[config.mk]
export PLATFORM = sky130hd
export DESIGN_NAME = hp_div_flat
export DESIGN_NICKNAME = d
export VERILOG_FILES = /design/src/rtl/hp_div_if.sv /design/src/rtl/hp_div.sv /design/src/flat_wrapper.sv
export SDC_FILE = /design/constraint.sdc
export NUM_CORES = 1
export LEC_CHECK = 0
export ABC_AREA = 1
export CAP_MARGIN = 0
export CELL_PAD_IN_SITES_DETAIL_PLACEMENT = 0
export CELL_PAD_IN_SITES_GLOBAL_PLACEMENT = 1
export CORE_MARGIN = 2
export CORE_UTILIZATION = 51
export DETAILED_ROUTE_END_ITERATION = 10
export DONT_BUFFER_PORTS = 1
export PLACE_DENSITY = 0.95
export SYNTH_ARGS = -nofsm -noshare
export SYNTH_HDL_FRONTEND = slang
export SYNTH_SLANG_ARGS = --single-unit
[constraint.sdc]
create_clock -name clk -period 7.9 [get_ports clk]
set_input_delay 1.58 -clock clk [delete_from_list [all_inputs] [get_ports clk]]
set_output_delay 1.58 -clock clk [all_outputs]
set_load 0.02 [all_outputs]
[src/rtl/hp_div_if.sv]
// Handshake and operand/result bundle for the bfloat16 divider.
// The sequencer side uses the master modport; the divider uses the slave modport.
interface hp_div_if #(
  parameter int NEXP        = 8,
  parameter int NSIG        = 7,
  parameter int NTYPES      = 6,
  parameter int NEXCEPTIONS = 5
);
  logic                   in_valid;
  logic                   in_ready;
  logic [NEXP+NSIG:0]     a;
  logic [NEXP+NSIG:0]     b;
  logic                   out_valid;
  logic                   out_ready;
  logic [NEXP+NSIG:0]     q;
  logic [NTYPES-1:0]      bfFlags;
  logic [NEXCEPTIONS-1:0] exception;

  modport master (
    output in_valid, a, b, out_ready,
    input  in_ready, out_valid, q, bfFlags, exception
  );

  modport slave (
    input  in_valid, a, b, out_ready,
    output in_ready, out_valid, q, bfFlags, exception
  );
endinterface

[src/rtl/hp_div.sv]
// Multi-cycle bfloat16 divider q = a / b: restoring division, one quotient bit per cycle, RNE.
// Define HP_DIV_FTZ_EN to flush subnormal inputs and tiny results to signed zero.
module hp_div #(
  parameter int NEXP        = 8,
  parameter int NSIG        = 7,
  parameter int NTYPES      = 6,
  parameter int NEXCEPTIONS = 5
) (
  input  logic     clk,
  input  logic     rst,
  hp_div_if.slave  bus
);

  localparam int W    = NEXP + NSIG + 1;
  localparam int SIGW = NSIG + 1;
  localparam int QW   = NSIG + 3;
  localparam int RW   = SIGW + 2;
  localparam int EW   = NEXP + 2;
  localparam int SHW  = $clog2(SIGW + 1);
  localparam int CW   = $clog2(QW);
  localparam int PW   = NEXP + 1 + NSIG;

  localparam int C_ZERO = 0;
  localparam int C_SUB  = 1;
  localparam int C_NORM = 2;
  localparam int C_INF  = 3;
  localparam int C_SNAN = 4;
  localparam int C_QNAN = 5;

  localparam int X_INV = 0;
  localparam int X_DBZ = 1;
  localparam int X_OVF = 2;
  localparam int X_UNF = 3;
  localparam int X_INX = 4;

  localparam logic [EW-1:0]   BIAS_E   = EW'((1 << (NEXP - 1)) - 1);
  localparam logic [NEXP-1:0] EXP_ONES = {NEXP{1'b1}};
  localparam logic [W-1:0]    QNAN_VAL = {1'b0, {NEXP{1'b1}}, 1'b1, {(NSIG-1){1'b0}}};

  typedef enum logic [2:0] {
    S_IDLE  = 3'd0,
    S_PREP  = 3'd1,
    S_DIV   = 3'd2,
    S_ROUND = 3'd3,
    S_DONE  = 3'd4
  } state_t;

  function automatic logic [NTYPES-1:0] classify(input logic [W-1:0] x);
    logic [NEXP-1:0] ex;
    logic [NSIG-1:0] fr;
    ex = x[W-2:NSIG];
    fr = x[NSIG-1:0];
    classify = {NTYPES{1'b0}};
    if (ex == {NEXP{1'b0}}) begin
      if (fr == {NSIG{1'b0}}) classify[C_ZERO] = 1'b1;
      else                    classify[C_SUB]  = 1'b1;
    end else if (ex == EXP_ONES) begin
      if (fr == {NSIG{1'b0}}) classify[C_INF]  = 1'b1;
      else if (fr[NSIG-1])    classify[C_QNAN] = 1'b1;
      else                    classify[C_SNAN] = 1'b1;
    end else begin
      classify[C_NORM] = 1'b1;
    end
  endfunction

  function automatic logic [SHW-1:0] lead_zeros(input logic [SIGW-1:0] s);
    logic found;
    found      = 1'b0;
    lead_zeros = {SHW{1'b0}};
    for (int i = SIGW - 1; i >= 0; i--) begin
      if (!found) begin
        if (s[i]) found = 1'b1;
        else      lead_zeros = lead_zeros + SHW'(1);
      end
    end
  endfunction

  state_t                 state_q;
  logic                   in_ready_q;
  logic                   out_valid_q;
  logic [W-1:0]           a_q, b_q;
  logic                   sign_q;
  logic [EW-1:0]          e_q;
  logic [RW-1:0]          rem_q;
  logic [SIGW-1:0]        sigb_q;
  logic [QW-1:0]          quo_q;
  logic [CW-1:0]          cnt_q;
  logic [W-1:0]           q_q;
  logic [NTYPES-1:0]      cls_q;
  logic [NEXCEPTIONS-1:0] exc_q;

  assign bus.in_ready  = in_ready_q;
  assign bus.out_valid = out_valid_q;
  assign bus.q         = q_q;
  assign bus.bfFlags   = cls_q;
  assign bus.exception = exc_q;

  logic [NTYPES-1:0]      cls_a_s, cls_b_s;
  logic                   a_zero_s, b_zero_s, a_sub_s, b_sub_s;
  logic                   a_live_s, b_live_s;
  logic [SHW-1:0]         sh_a_s, sh_b_s;
  logic [SIGW-1:0]        sig_a_s, sig_b_s;
  logic [NEXP-1:0]        ea_s, eb_s;
  logic [EW-1:0]          e_base_s;
  logic                   sign_d;
  logic                   spec_d;
  logic [W-1:0]           spec_q_d;
  logic [NTYPES-1:0]      spec_cls_d;
  logic [NEXCEPTIONS-1:0] spec_exc_d;
  logic [EW-1:0]          prep_e_d;
  logic [RW-1:0]          prep_rem_d;

  // Operand classification, subnormal pre-normalisation and special-case selection.
  always_comb begin
    cls_a_s = classify(a_q);
    cls_b_s = classify(b_q);
`ifdef HP_DIV_FTZ_EN
    a_zero_s = cls_a_s[C_ZERO] | cls_a_s[C_SUB];
    b_zero_s = cls_b_s[C_ZERO] | cls_b_s[C_SUB];
    a_sub_s  = 1'b0;
    b_sub_s  = 1'b0;
`else
    a_zero_s = cls_a_s[C_ZERO];
    b_zero_s = cls_b_s[C_ZERO];
    a_sub_s  = cls_a_s[C_SUB];
    b_sub_s  = cls_b_s[C_SUB];
`endif
    a_live_s = cls_a_s[C_NORM] | a_sub_s;
    b_live_s = cls_b_s[C_NORM] | b_sub_s;
    sign_d   = a_q[W-1] ^ b_q[W-1];

    // A subnormal behaves as exponent 1 with its leading one shifted up to the hidden position.
    sh_a_s  = a_sub_s ? lead_zeros({1'b0, a_q[NSIG-1:0]}) : {SHW{1'b0}};
    sh_b_s  = b_sub_s ? lead_zeros({1'b0, b_q[NSIG-1:0]}) : {SHW{1'b0}};
    sig_a_s = {(a_q[W-2:NSIG] != {NEXP{1'b0}}), a_q[NSIG-1:0]} << sh_a_s;
    sig_b_s = {(b_q[W-2:NSIG] != {NEXP{1'b0}}), b_q[NSIG-1:0]} << sh_b_s;
    ea_s    = a_sub_s ? NEXP'(1) : a_q[W-2:NSIG];
    eb_s    = b_sub_s ? NEXP'(1) : b_q[W-2:NSIG];

    e_base_s = {2'b00, ea_s} - {2'b00, eb_s} + BIAS_E
             - {{(EW-SHW){1'b0}}, sh_a_s} + {{(EW-SHW){1'b0}}, sh_b_s};
    if (sig_a_s < sig_b_s) begin
      prep_rem_d = {1'b0, sig_a_s, 1'b0};
      prep_e_d   = e_base_s - EW'(1);
    end else begin
      prep_rem_d = {2'b00, sig_a_s};
      prep_e_d   = e_base_s;
    end

    spec_d     = 1'b1;
    spec_q_d   = {W{1'b0}};
    spec_cls_d = {NTYPES{1'b0}};
    spec_exc_d = {NEXCEPTIONS{1'b0}};
    if (cls_a_s[C_SNAN] | cls_a_s[C_QNAN] | cls_b_s[C_SNAN] | cls_b_s[C_QNAN]) begin
      spec_q_d          = QNAN_VAL;
      spec_cls_d[C_QNAN] = 1'b1;
      spec_exc_d[X_INV]  = cls_a_s[C_SNAN] | cls_b_s[C_SNAN];
    end else if ((a_zero_s & b_zero_s) | (cls_a_s[C_INF] & cls_b_s[C_INF])) begin
      spec_q_d          = QNAN_VAL;
      spec_cls_d[C_QNAN] = 1'b1;
      spec_exc_d[X_INV]  = 1'b1;
    end else if (cls_a_s[C_INF]) begin
      spec_q_d          = {sign_d, EXP_ONES, {NSIG{1'b0}}};
      spec_cls_d[C_INF] = 1'b1;
    end else if (b_zero_s) begin
      spec_q_d          = {sign_d, EXP_ONES, {NSIG{1'b0}}};
      spec_cls_d[C_INF] = 1'b1;
      spec_exc_d[X_DBZ] = 1'b1;
    end else if (a_live_s & b_live_s) begin
      spec_d = 1'b0;
    end else begin
      spec_q_d           = {sign_d, {(W-1){1'b0}}};
      spec_cls_d[C_ZERO] = 1'b1;
    end
  end

  logic [RW-1:0] div_rem_d;
  logic          div_bit_d;
  logic [RW-1:0] rem_diff_s;

  // One restoring step: subtract the divisor when it fits, then shift the partial remainder.
  always_comb begin
    rem_diff_s = rem_q - {2'b00, sigb_q};
    if (rem_q >= {2'b00, sigb_q}) begin
      div_bit_d = 1'b1;
      div_rem_d = {rem_diff_s[RW-2:0], 1'b0};
    end else begin
      div_bit_d = 1'b0;
      div_rem_d = {rem_q[RW-2:0], 1'b0};
    end
  end

  logic                   tiny_s;
  logic [QW-1:0]          mant_s;
  logic                   sticky_s;
  logic [NEXP:0]          exp_field_s;
  logic [NSIG-1:0]        frac_s;
  logic                   guard_s, round_s, up_s, inexact_s, ovf_s;
  logic [PW-1:0]          packed_s;
  logic [NEXP:0]          exp_res_s;
  logic [W-1:0]           rnd_q_d;
  logic [NTYPES-1:0]      rnd_cls_d;
  logic [NEXCEPTIONS-1:0] rnd_exc_d;
`ifndef HP_DIV_FTZ_EN
  localparam int          SAW     = $clog2(QW);
  localparam logic [QW-1:0] QONES = {QW{1'b1}};
  logic [EW-1:0]          sh_full_s;
  logic [SAW-1:0]         sh_s;
`endif

  // Denormalise tiny quotients, round to nearest even, and classify the packed result.
  always_comb begin
    tiny_s = e_q[EW-1] | (e_q == {EW{1'b0}});
`ifdef HP_DIV_FTZ_EN
    mant_s      = quo_q;
    sticky_s    = (rem_q != {RW{1'b0}});
    exp_field_s = e_q[NEXP:0];
`else
    sh_full_s = EW'(1) - e_q;
    sh_s      = sh_full_s[SAW-1:0];
    if (tiny_s) begin
      exp_field_s = {(NEXP+1){1'b0}};
      if (sh_full_s > EW'(QW - 1)) begin
        mant_s   = {QW{1'b0}};
        sticky_s = (rem_q != {RW{1'b0}}) | (|quo_q);
      end else begin
        mant_s   = quo_q >> sh_s;
        sticky_s = (rem_q != {RW{1'b0}}) | (|(quo_q & ~(QONES << sh_s)));
      end
    end else begin
      exp_field_s = e_q[NEXP:0];
      mant_s      = quo_q;
      sticky_s    = (rem_q != {RW{1'b0}});
    end
`endif
    frac_s    = mant_s[QW-2:2];
    guard_s   = mant_s[1];
    round_s   = mant_s[0];
    up_s      = guard_s & (round_s | sticky_s | frac_s[0]);
    inexact_s = guard_s | round_s | sticky_s;
    // The carry out of the fraction lands in the exponent, covering both 1.111.. and max-subnormal rollover.
    packed_s  = {exp_field_s, frac_s} + {{(PW-1){1'b0}}, up_s};
    exp_res_s = packed_s[PW-1:NSIG];
    ovf_s     = (exp_res_s >= {1'b0, EXP_ONES});

    rnd_q_d   = {W{1'b0}};
    rnd_cls_d = {NTYPES{1'b0}};
    rnd_exc_d = {NEXCEPTIONS{1'b0}};
`ifdef HP_DIV_FTZ_EN
    if (tiny_s) begin
      rnd_q_d            = {sign_q, {(W-1){1'b0}}};
      rnd_cls_d[C_ZERO]  = 1'b1;
      rnd_exc_d[X_UNF]   = 1'b1;
      rnd_exc_d[X_INX]   = 1'b1;
    end else
`endif
    if (ovf_s) begin
      rnd_q_d          = {sign_q, EXP_ONES, {NSIG{1'b0}}};
      rnd_cls_d[C_INF] = 1'b1;
      rnd_exc_d[X_OVF] = 1'b1;
      rnd_exc_d[X_INX] = 1'b1;
    end else begin
      rnd_q_d          = {sign_q, packed_s[PW-2:0]};
      rnd_exc_d[X_INX] = inexact_s;
      rnd_exc_d[X_UNF] = tiny_s & inexact_s;
      if (packed_s[PW-2:NSIG] != {NEXP{1'b0}}) begin
        rnd_cls_d[C_NORM] = 1'b1;
      end else if (packed_s[NSIG-1:0] != {NSIG{1'b0}}) begin
        rnd_cls_d[C_SUB] = 1'b1;
      end else begin
        rnd_cls_d[C_ZERO] = 1'b1;
      end
    end
  end

  // Control FSM with all datapath and output registers.
  always_ff @(posedge clk or posedge rst) begin
    if (rst) begin
      state_q     <= S_IDLE;
      in_ready_q  <= 1'b1;
      out_valid_q <= 1'b0;
      a_q         <= {W{1'b0}};
      b_q         <= {W{1'b0}};
      sign_q      <= 1'b0;
      e_q         <= {EW{1'b0}};
      rem_q       <= {RW{1'b0}};
      sigb_q      <= {SIGW{1'b0}};
      quo_q       <= {QW{1'b0}};
      cnt_q       <= {CW{1'b0}};
      q_q         <= {W{1'b0}};
      cls_q       <= {NTYPES{1'b0}};
      exc_q       <= {NEXCEPTIONS{1'b0}};
    end else begin
      case (state_q)
        S_IDLE: begin
          if (bus.in_valid) begin
            a_q        <= bus.a;
            b_q        <= bus.b;
            in_ready_q <= 1'b0;
            state_q    <= S_PREP;
          end
        end
        S_PREP: begin
          sign_q <= sign_d;
          if (spec_d) begin
            q_q         <= spec_q_d;
            cls_q       <= spec_cls_d;
            exc_q       <= spec_exc_d;
            out_valid_q <= 1'b1;
            state_q     <= S_DONE;
          end else begin
            e_q     <= prep_e_d;
            rem_q   <= prep_rem_d;
            sigb_q  <= sig_b_s;
            quo_q   <= {QW{1'b0}};
            cnt_q   <= {CW{1'b0}};
            state_q <= S_DIV;
          end
        end
        S_DIV: begin
          rem_q <= div_rem_d;
          quo_q <= {quo_q[QW-2:0], div_bit_d};
          cnt_q <= cnt_q + CW'(1);
          if (cnt_q == CW'(QW - 1)) state_q <= S_ROUND;
        end
        S_ROUND: begin
          q_q         <= rnd_q_d;
          cls_q       <= rnd_cls_d;
          exc_q       <= rnd_exc_d;
          out_valid_q <= 1'b1;
          state_q     <= S_DONE;
        end
        S_DONE: begin
          if (bus.out_ready) begin
            out_valid_q <= 1'b0;
            in_ready_q  <= 1'b1;
            state_q     <= S_IDLE;
          end
        end
        default: begin
          out_valid_q <= 1'b0;
          in_ready_q  <= 1'b1;
          state_q     <= S_IDLE;
        end
      endcase
    end
  end

endmodule

[src/flat_wrapper.sv]
// flat-port wrapper written by rule: the top's interface ports become plain ports
module hp_div_flat 
#(
  parameter int NEXP        = 8,
  parameter int NSIG        = 7,
  parameter int NTYPES      = 6,
  parameter int NEXCEPTIONS = 5
)
  (clk, rst, bus_in_valid, bus_a, bus_b, bus_out_ready, bus_in_ready, bus_out_valid, bus_q, bus_bfFlags, bus_exception);
  hp_div_if #(.NEXP(NEXP), .NSIG(NSIG), .NTYPES(NTYPES), .NEXCEPTIONS(NEXCEPTIONS)) bus_i ();
  input  logic clk;
  input  logic rst;
  input wire logic [$bits(bus_i.in_valid)-1:0] bus_in_valid;
  input wire logic [$bits(bus_i.a)-1:0] bus_a;
  input wire logic [$bits(bus_i.b)-1:0] bus_b;
  input wire logic [$bits(bus_i.out_ready)-1:0] bus_out_ready;
  output wire logic [$bits(bus_i.in_ready)-1:0] bus_in_ready;
  output wire logic [$bits(bus_i.out_valid)-1:0] bus_out_valid;
  output wire logic [$bits(bus_i.q)-1:0] bus_q;
  output wire logic [$bits(bus_i.bfFlags)-1:0] bus_bfFlags;
  output wire logic [$bits(bus_i.exception)-1:0] bus_exception;
  assign bus_i.in_valid = bus_in_valid;
  assign bus_i.a = bus_a;
  assign bus_i.b = bus_b;
  assign bus_i.out_ready = bus_out_ready;
  assign bus_in_ready = bus_i.in_ready;
  assign bus_out_valid = bus_i.out_valid;
  assign bus_q = bus_i.q;
  assign bus_bfFlags = bus_i.bfFlags;
  assign bus_exception = bus_i.exception;
  hp_div #(.NEXP(NEXP), .NSIG(NSIG), .NTYPES(NTYPES), .NEXCEPTIONS(NEXCEPTIONS)) u_core (.clk(clk), .rst(rst), .bus(bus_i));
endmodule
==> metrics.txt <==
# TYPE chip_impl_metric gauge
chip_impl_metric{name="yosysWarnings",unit=""} 0
chip_impl_metric{name="synthesis.area",unit="um^2"} 8770
chip_impl_metric{name="rel_slew_slack",unit=""} 0.255
chip_impl_metric{name="timing.critical_path.arrival",unit="ps"} 5940
chip_impl_info{name="hold_path_class",value="reg2reg"} 1
chip_impl_info{name="timing.critical_path.from_type",value="flip-flop"} 1
chip_impl_info{name="yosys.area.top_type",value="dfrtp_1"} 1
chip_impl_metric{name="gpl.final_weighted_congestion",unit=""} 0.958
chip_impl_metric{name="post_cts_hold_buffer_count",unit=""} 0
chip_impl_info{name="ys_dominant_reg_cell",value="dfrtp_1"} 1
chip_impl_metric{name="core-area",unit="um^2"} 16700
chip_impl_metric{name="routed_wl",unit="um"} 21300
chip_impl_metric{name="vias",unit=""} 7843
chip_impl_metric{name="post_drt_wl_per_cell",unit="um"} 14.6
chip_impl_metric{name="worst_path_largest_cell_delay",unit="ps"} 520
chip_impl_metric{name="dp.final_hpwl",unit="um"} 16500
chip_impl_metric{name="route.detailed.drc",unit=""} 0
chip_impl_info{name="cpMaxStageDelayCell",value="dfrtp_1"} 1
chip_impl_metric{name="cts_buffers",unit=""} 9
chip_impl_metric{name="total_number_of_placement_rows",unit=""} 47
chip_impl_metric{name="grt_first_pass_wirelength",unit="um"} 35400
chip_impl_metric{name="clock_sinks",unit=""} 106
chip_impl_info{name="synth.cells.most_frequent",value="337 x nand2_1, 165 x inv_1, 105 x dfrtp_1"} 1
chip_impl_metric{name="port_buffers",unit=""} 0
chip_impl_metric{name="postSynthCellCount",unit=""} 1261
chip_impl_metric{name="grt_start_max_net_pins",unit=""} 76
chip_impl_metric{name="initial_core_util",unit=""} 0.525
chip_impl_metric{name="io-pin-count",unit=""} 65
chip_impl_metric{name="max_freq",unit="GHz"} 0.177
chip_impl_metric{name="grt_pass1_vias",unit=""} 7265
chip_impl_metric{name="final_min_period_over_clock_period",unit=""} 0.715
chip_impl_metric{name="cts-resized-gates",unit=""} 0
chip_impl_metric{name="grt_overflow",unit=""} 0
chip_impl_metric{name="detailedRoute.firstIterationViolations",unit=""} 484
chip_impl_metric{name="grt.total_usage",unit=""} 0.242
chip_impl_metric{name="flow.area_growth_from_synthesis",unit="%"} 4.42
chip_impl_metric{name="cts.reportedPaths.clkPinSlew",unit="ps"} 80
chip_impl_info{name="setup.worst_path.class",value="reg2reg"} 1
chip_impl_metric{name="async_reset_ff_frac",unit=""} 1.00
chip_impl_metric{name="detail-route-antenna-nets",unit=""} 0
chip_impl_info{name="result_of_the_run",value="complete, no violations"} 1
chip_impl_metric{name="critical_path.max_fanout",unit=""} 9
chip_impl_metric{name="max-clock-path-buffers",unit=""} 2
chip_impl_metric{name="antenna-diode-count",unit=""} 0
chip_impl_metric{name="detail_route.first_pass.iterations",unit=""} 6
chip_impl_info{name="clock_tree_from_tritoncts",value="done"} 1
chip_impl_metric{name="antenna_found_initial",unit=""} 0
chip_impl_metric{name="chipWidth",unit="um"} 135
chip_impl_metric{name="nets",unit=""} 1321
chip_impl_metric{name="drive_gt1_frac",unit=""} 0.0961
chip_impl_metric{name="ys_seq_elements",unit=""} 106
chip_impl_metric{name="fin_crit",unit="ps"} 5650
chip_impl_metric{name="chipHeight",unit="um"} 135
chip_impl_metric{name="final_design_area_no_fill",unit="um^2"} 9160
chip_impl_metric{name="fp.dieArea",unit="um^2"} 18300
chip_impl_info{name="yosys.cell_count.top_type",value="nand2_1"} 1
chip_impl_metric{name="htree_num_levels",unit=""} 3
chip_impl_metric{name="synth_edf_count",unit=""} 0
chip_impl_info{name="rsz0062_at_grt",value="false"} 1
chip_impl_metric{name="final_hold_viol_count",unit=""} 0
chip_impl_metric{name="seq_area_frac_synth",unit=""} 0.303
chip_impl_metric{name="synth_cell_types",unit=""} 55
chip_impl_metric{name="post-cts-setup-buffer-count",unit=""} 0
chip_impl_info{name="cts_root_buffer",value="clkbuf_16"} 1
chip_impl_metric{name="finClkSkew",unit="ps"} 14.2
chip_impl_info{name="largest_cells_by_area_after_synthesis",value="dfrtp_1 30%, nand2_1 14%, inv_1 7.1%"} 1
chip_impl_metric{name="worst_skew_pair_later_pin_latency",unit="ps"} 370
chip_impl_metric{name="via_density_per_instance",unit=""} 5.38
chip_impl_metric{name="tightest_slew",unit="ps"} 1110
chip_impl_metric{name="syn_avg_cell_area",unit="um^2"} 6.96
chip_impl_metric{name="drv_slew",unit=""} 0
chip_impl_metric{name="holdWs",unit="ps"} 492
chip_impl_metric{name="setup_tns",unit="ps"} 0
chip_impl_metric{name="worst_ep_required_time",unit="ps"} 8190
chip_impl_metric{name="post_synthesis_net_count",unit=""} 1349
chip_impl_metric{name="drv.max_cap_violation_count",unit=""} 0
chip_impl_metric{name="dpl_cell_area",unit="um^2"} 8840
chip_impl_info{name="worst_setup_path_end_kind",value="flip-flop"} 1
chip_impl_metric{name="finalSetupViolCount",unit=""} 0
chip_impl_info{name="most_used_cell_along_the_critical_path",value="nand2_1"} 1
chip_impl_metric{name="synth.top_cell.area_share",unit=""} 0.300
## cell usage in the layout, fill, tap and decap left out, drive strengths merged, types with 7 or more instances in the layout
master,netlist,final
nor3,15,15
dfrtp,105,105
o211ai,9,9
xor2,16,16
fa,7,7
nor4,8,8
o21ai,106,106
nand3,109,109
xnor2,12,12
o22ai,17,17
a31oi,11,11
ha,45,45
nor2,129,129
nand2,364,364
clkbuf,24,9
a21oi,39,39
nand4,22,22
inv,174,177
## final cells by class
cell class              instances  area (um^2)
fillers                      1653         7540
multi-input cells             938         5230
flip-flops and latches        106         2650
inverters                     176          663
well taps                     220          275
clock buffers                   9          225
clock inverters                 7         93.8
repair buffers                  2         15.0
## stage by stage
step | std cells | utilization | worst slack (ps)
6_report | 1458 | 0.548 | 2250
5_1_grt | 1458 | 0.548 | 1700
4_1_cts | 1458 | 0.548 | 2260
3_5_place_dp | 1442 | 0.529 | 2260
3_3_place_gp | 1442 | 0.529 | 2450
2_1_floorplan | 1261 | - | 2790
## final timing paths
check / endpoint / slack [ps] / startpoint / depth (start not counted)
worst max-delay path: u_core.e_q[8] / 2250 / u_core.b_q[6] / 29
worst min-delay path: u_core.sigb_q[3] / 490 / u_core.sigb_q[3] / 2
worst max register to register: u_core.e_q[8] / 2250 / u_core.b_q[6] / 29
worst min register to register: u_core.sigb_q[3] / 490 / u_core.sigb_q[3] / 2
max in group asynchronous: u_core.sigb_q[7] / 5570 / rst / 2
min in group asynchronous: u_core.a_q[3] / 1070 / rst / 1
## cell families after synthesis
kind of cell | after synthesis | synth area share
buf+inv | 217 | 0.101
xor+xnor | 28 | 0.0288
simple gates | 656 | 0.352
compound gates | 201 | 0.136
fa+ha+maj | 52 | 0.0802
other cells | 1 | 0.000427
flops | 106 | 0.303
## worst max-delay path, delay by kind of cell, from the launching register on
family | cells | cell delay (ps)
AOI/OAI and AO/OA | 6 | 1100
buffers and inverters | 3 | 180
xor gates and xnor gates | 2 | 420
and+or+nand+nor | 11 | 1030
DFF | 1 | 520
adders and majority gates | 7 | 2320
## per-layer routing
layer  global-route usage  vias to the layer above  share of wire
li1                     -                     4038              -
met4               0.0862                        0          0.024
met3               0.0393                       37          0.054
met1                0.328                     3545           0.46
met2                0.392                      223           0.47
met5                    0                        -              0
## flip-flops by register name, indices dropped and copies added, names as in the netlist
name and flops:
u_core.rem_q 10, u_core.bus.in_ready 1, u_core.bus.bfFlags 5, u_core.bus.out_valid 1
u_core.a_q 16, u_core.quo_q 10, u_core.bus.exception 5, u_core.sigb_q 8
u_core.e_q 10, u_core.sign_q 1, u_core.state_q 3, u_core.cnt_q 4
u_core.b_q 16, u_core.bus.q 16
Power is not shown: default switching activity piles up to over one toggle a cycle in this logic, so the estimate is an artifact.
